$ cat config.mk
export PLATFORM = sky130hd
export DESIGN_NAME = nibble_serial_addsub_ctrl
export DESIGN_NICKNAME = d
export VERILOG_FILES = /design/src/rtl/nibble_serial_addsub_ctrl.sv
export SDC_FILE = /design/constraint.sdc
export NUM_CORES = 1
export LEC_CHECK = 0
export CAP_MARGIN = 20
export CELL_PAD_IN_SITES_DETAIL_PLACEMENT = 0
export CELL_PAD_IN_SITES_GLOBAL_PLACEMENT = 1
export CORE_MARGIN = 2
export CORE_UTILIZATION = 54
export CTS_CLUSTER_SIZE = 12
export DETAILED_ROUTE_END_ITERATION = 16
export DONT_BUFFER_PORTS = 1
export GPL_ROUTABILITY_DRIVEN = 0
export HOLD_SLACK_MARGIN = 0.12
export PLACE_DENSITY_LB_ADDON = 0.1
export SETUP_SLACK_MARGIN = 0.2
export SYNTH_ARGS = -nofsm -noshare
export SYNTH_HDL_FRONTEND = slang
export SYNTH_SLANG_ARGS = --single-unit
$ cat constraint.sdc
create_clock -name clk -period 9.8 [get_ports clk]
set_input_delay 0 -clock clk [delete_from_list [all_inputs] [get_ports clk]]
set_output_delay 0 -clock clk [all_outputs]
set_load 0.005 [all_outputs]
$ cat src/rtl/nibble_serial_addsub_ctrl.sv
`default_nettype none
// ============================================================================
//  Module      : nibble_serial_addsub_ctrl
//  Description : Nibble-serial two's-complement adder/subtractor. One 4-bit
//                ripple slice is reused over WIDTH/4 cycles, LS nibble first,
//                with a registered inter-nibble carry. The operand side and
//                the result side each use a valid/ready handshake.
//  Revision    : 1.0 - initial release
// ============================================================================
module nibble_serial_addsub_ctrl #(
    parameter int WIDTH = 16
) (
    input  logic             clk,
    input  logic             rst_n,
    input  logic             in_valid,
    output logic             in_ready,
    input  logic [WIDTH-1:0] op_a,
    input  logic [WIDTH-1:0] op_b,
    input  logic             op_sub,
    input  logic             abort,
    output logic             out_valid,
    input  logic             out_ready,
    output logic [WIDTH-1:0] result,
    output logic             carry_out,
    output logic             overflow,
    output logic             zero,
    output logic             busy
);
    localparam int NIB   = WIDTH / 4;
    localparam int IDX_W = $clog2(NIB);
    localparam logic [IDX_W-1:0] c_LAST_IDX = IDX_W'(NIB - 1);
    localparam logic [IDX_W-1:0] c_IDX_ONE  = IDX_W'(1);

    typedef enum logic [1:0] {
        S_IDLE = 2'd0,
        S_RUN  = 2'd1,
        S_DONE = 2'd2
    } state_t;

    state_t           r_state;
    state_t           w_state_nxt;
    logic [IDX_W-1:0] r_idx;
    logic             r_carry;
    logic [WIDTH-1:0] r_a;
    logic [WIDTH-1:0] r_b;
    logic             r_sub;
    logic [WIDTH-1:0] r_result;
    logic             r_carry_out;
    logic             r_overflow;
    logic             r_zero;

    logic [3:0]       w_a_nib;
    logic [3:0]       w_b_nib;
    logic [3:0]       w_lo3;
    logic [4:0]       w_full;
    logic             w_c3;
    logic             w_c4;
    logic             w_last;
    logic [WIDTH-1:0] w_result_nxt;

    // Single 4-bit slice: selected nibble of A plus (optionally inverted) nibble of B plus carry
    always_comb begin
        w_a_nib      = r_a[4*r_idx +: 4];
        w_b_nib      = r_b[4*r_idx +: 4] ^ {4{r_sub}};
        w_lo3        = {1'b0, w_a_nib[2:0]} + {1'b0, w_b_nib[2:0]} + {3'b000, r_carry};
        w_full       = {1'b0, w_a_nib} + {1'b0, w_b_nib} + {4'b0000, r_carry};
        w_c3         = w_lo3[3];
        w_c4         = w_full[4];
        w_last       = (r_idx == c_LAST_IDX);
        w_result_nxt = r_result;
        w_result_nxt[4*r_idx +: 4] = w_full[3:0];
    end

    // State register
    always_ff @(posedge clk or negedge rst_n) begin
        if (!rst_n) begin
            r_state <= S_IDLE;
        end else begin
            r_state <= w_state_nxt;
        end
    end

    // Next-state decode and handshake outputs; in_ready stays low while reset is held
    always_comb begin
        w_state_nxt = r_state;
        in_ready    = 1'b0;
        out_valid   = 1'b0;
        busy        = 1'b1;
        case (r_state)
            S_IDLE: begin
                in_ready = rst_n;
                busy     = 1'b0;
                if (in_valid) begin
                    w_state_nxt = S_RUN;
                end
            end
            S_RUN: begin
                if (abort) begin
                    w_state_nxt = S_IDLE;
                end else if (w_last) begin
                    w_state_nxt = S_DONE;
                end
            end
            S_DONE: begin
                out_valid = 1'b1;
                if (abort || out_ready) begin
                    w_state_nxt = S_IDLE;
                end
            end
            default: begin
                w_state_nxt = S_IDLE;
            end
        endcase
    end

    // Operand capture, per-nibble result write and final flag update; abort freezes the datapath
    always_ff @(posedge clk or negedge rst_n) begin
        if (!rst_n) begin
            r_idx       <= '0;
            r_carry     <= 1'b0;
            r_a         <= '0;
            r_b         <= '0;
            r_sub       <= 1'b0;
            r_result    <= '0;
            r_carry_out <= 1'b0;
            r_overflow  <= 1'b0;
            r_zero      <= 1'b0;
        end else begin
            case (r_state)
                S_IDLE: begin
                    if (in_valid) begin
                        r_a     <= op_a;
                        r_b     <= op_b;
                        r_sub   <= op_sub;
                        r_idx   <= '0;
                        // Subtraction is A + ~B + 1: the +1 enters as the initial carry
                        r_carry <= op_sub;
                    end
                end
                S_RUN: begin
                    if (!abort) begin
                        r_result <= w_result_nxt;
                        r_carry  <= w_c4;
                        r_idx    <= r_idx + c_IDX_ONE;
                        if (w_last) begin
                            r_carry_out <= w_c4;
                            r_overflow  <= w_c3 ^ w_c4;
                            r_zero      <= (w_result_nxt == '0);
                        end
                    end
                end
                default: begin
                end
            endcase
        end
    end

    assign result    = r_result;
    assign carry_out = r_carry_out;
    assign overflow  = r_overflow;
    assign zero      = r_zero;

endmodule
`default_nettype wire

==> results.json <==
{
  "cts_max_path_buffers": 2,
  "critPathMaxStageDelay_ns": 0.84,
  "slowest_stage": "dfrtp_1",
  "fp.coreArea_sq_mm": 0.005075,
  "tightest_slew_ns": 0.7639,
  "ys_seq_area_frac": 0.5044,
  "fin_tns_setup_ns": 0,
  "p_clk_frac": 0.158,
  "viasPerCell": 5.609,
  "ys_types": 38,
  "comb_power_share": 0.499,
  "groute.usage.overall": 0.2079,
  "die_w_microns": 76.37,
  "period_share": 0.3639,
  "initial_utilization": 0.5572,
  "insertion_delay_ns": 0.33,
  "finalNetCount": 316,
  "arrival_ns": 3.80,
  "drive_gt1_frac": 0.2037,
  "yosys_register_bits": 57,
  "wirelength_microns": 5609,
  "cts_tree": "built",
  "synth_common_cells": "dfrtp_1, mux2_2, nand2_1",
  "first_pass_iters": 4,
  "worstHoldPathType": "input pin to async pin",
  "antenna_found_initial": 0,
  "p_int_w": 0.0006804,
  "fmax_ghz": 0.2804,
  "grt_pass1_vias": 2005,
  "path_clk_slew_ns": 0.06,
  "power_density_mw_per_mm2": 344.4,
  "path_common_cell": "fa_1",
  "path_buf_inv": 0,
  "diodes": 0,
  "async_flop_share": 1.000,
  "slew_headroom": 0.4907,
  "critPathMaxFanout": 17,
  "end_kind": "flop",
  "ys_warn_count": 0,
  "cts_inserted_buffers": 9,
  "synth_ff_type": "dfrtp_1",
  "avgSynthCellArea_sq_um": 12.51,
  "rsz0062_at_grt": "false",
  "synth_area_leaders": "dfrtp_1, mux2_2, mux4_2",
  "grt_remaining_overflow": 0,
  "drc": 0,
  "power_leakage_nw": 1.459,
  "critPathTopFamily": "adder cells",
  "syn_area_sq_mm": 0.002828,
  "netlist.area_leader.share": 0.5044,
  "crit_chain": "mux4_2 > xnor2_1 > fa_1 > fa_1 > nor3_1 > nor4_1 > o21ai_1 > o41ai_2",
  "vias": 1907,
  "required_ns": 10.03,
  "irDropWorstVdd_mv": 0.2060,
  "port_buffers": 0,
  "fin_ws_ns": 6.234,
  "final_hold_viol_count": 0,
  "dieArea_sq_mm": 0.005832,
  "synth_enable_flop_cells": 0,
  "cts_root_buffer": "clkbuf_8",
  "setup_viol_count_final": 0,
  "ioPinCount": 60,
  "fillers": 389,
  "path_class": "flop to flop",
  "h-tree-depth": 3,
  "wire_per_inst_microns": 16.50,
  "p_seq_frac": 0.342,
  "area_growth_pct": 21.37,
  "grt_max_degree": 58,
  "fin_skew_ns": 0.006825,
  "drt_iter0_markers": 107,
  "start_kind": "flop",
  "switching_share": 0.4244,
  "fp.dieH_microns": 76.37,
  "multi_input_area_sq_mm": 0.001313,
  "synth_nets": 275,
  "p_switching_w": 0.0005017,
  "status": "finished clean",
  "seqCellArea_sq_mm": 0.001426,
  "netlist_instances": 226,
  "synth_top_area_cell": "dfrtp_1",
  "maxCapViolCount": 0,
  "slew_violations": 0,
  "pre_cts_ws_ns": 6.225,
  "numClockSinks": 57,
  "period_minus_slack_ns": 3.566,
  "route.antenna.remaining_nets": 0,
  "rows": 26,
  "dp_hpwl_microns": 3804,
  "fin_util": 0.6763,
  "yosysMostFrequentCell": "dfrtp_1",
  "grt_pass1_wl_microns": 9397
}
==> kinds of logic (layout without fill, tap and decap cells) <==
logic type | after synthesis | count (layout) | share of synthesized area
xor+xnor | 7 | 7 | 0.02168
buf+inv | 19 | 63 | 0.03141
fa+ha+maj | 11 | 11 | 0.05398
flops | 57 | 57 | 0.5044
simple gates | 56 | 56 | 0.1004
compound gates | 33 | 33 | 0.08319
mux | 43 | 43 | 0.2049
==> sequential cells by signal, summed over array words and instances (netlist names) <==
signal / count
carry_out: 1
r_idx: 2
r_state: 2
result: 16
r_b: 16
r_a: 16
r_sub: 1
zero: 1
r_carry: 1
overflow: 1
==> layout make-up <==
cell class	instances	area share
sequential	57	0.4156
multi-input combinational	150	0.3824
timing repair buffer	39	0.1181
clock buffer	14	0.04739
tap	70	0.02552
inverter	10	0.01094
==> metrics by stage <==
step	instance area, sq um	power (W)	cells	hold WS [ns]
2_1_floorplan	2828	0.0008393	226	-0.2956
3_3_place_gp	2872	0.0009664	288	-0.2943
3_5_place_dp	2872	0.0009813	288	-0.2942
4_1_cts	3432	0.001191	340	0.2373
5_1_grt	3432	0.001280	340	0.2463
6_report	3432	0.001182	340	0.2237
==> power groups by stage <==
stage / Sequential (W) / Clock [W] / Combinational (W)
floorplan: 0.000369 / 0 / 0.000470
global placement: 0.000404 / 0 / 0.000562
detailed placement: 0.000410 / 0 / 0.000571
CTS: 0.000406 / 0.000192 / 0.000594
global route: 0.000418 / 0.000203 / 0.000658
finish: 0.000405 / 0.000187 / 0.000590
==> routing by layer <==
layer | routed length, microns | track usage | vias up
met5 | 0 | 0 | -
met4 | 76 | 0.08909 | 0
met3 | 322 | 0.07109 | 7
met2 | 2890 | 0.3469 | 59
met1 | 2319 | 0.2454 | 944
li1 | - | - | 897
==> final timing paths <==
| check | startpoint | endpoint | slack, ns | cells after the start |
|---|---|---|---|---|
| max | r_idx[0] | zero | 6.23 | 8 |
| min | rst_n | r_a[1] | 0.22 | 2 |
| max reg2reg | r_idx[0] | zero | 6.23 | 8 |
| min reg2reg | r_b[15] | r_b[15] | 0.50 | 1 |
| max in group asynchronous | rst_n | r_a[14] | 9.32 | 2 |
| min in group clk | in_valid | r_a[1] | 0.35 | 3 |
==> worst reg2reg max path, stage by stage, from the launching register on <==
cell,delay [ns]
dfrtp_1,0.84
mux4_2,0.61
xnor2_1,0.16
fa_1,0.41
fa_1,0.63
nor3_1,0.09
nor4_1,0.27
o21ai_1,0.12
o41ai_2,0.33
==> timing repair <==
item	in CTS	in global routing
endpoints found under the hold margin	112	0
buffers inserted	0	0
resized for setup	0	0
hold buffers	38	0
==> layout by cell type (no fill, tap or decap), types with 3 or more instances in the layout <==
cell type / instances
clkbuf_8: 11
nand2_1: 25
ha_1: 9
a21oi_1: 7
nor3_1: 3
clkbuf_1: 3
nand3b_1: 4
mux2_2: 33
dfrtp_1: 57
nor2_1: 10
mux4_2: 6
inv_1: 10
xor2_1: 5
dlygate4sd3_1: 37
o31ai_1: 16
nor4_1: 4
(Power assumes the default switching activity.)
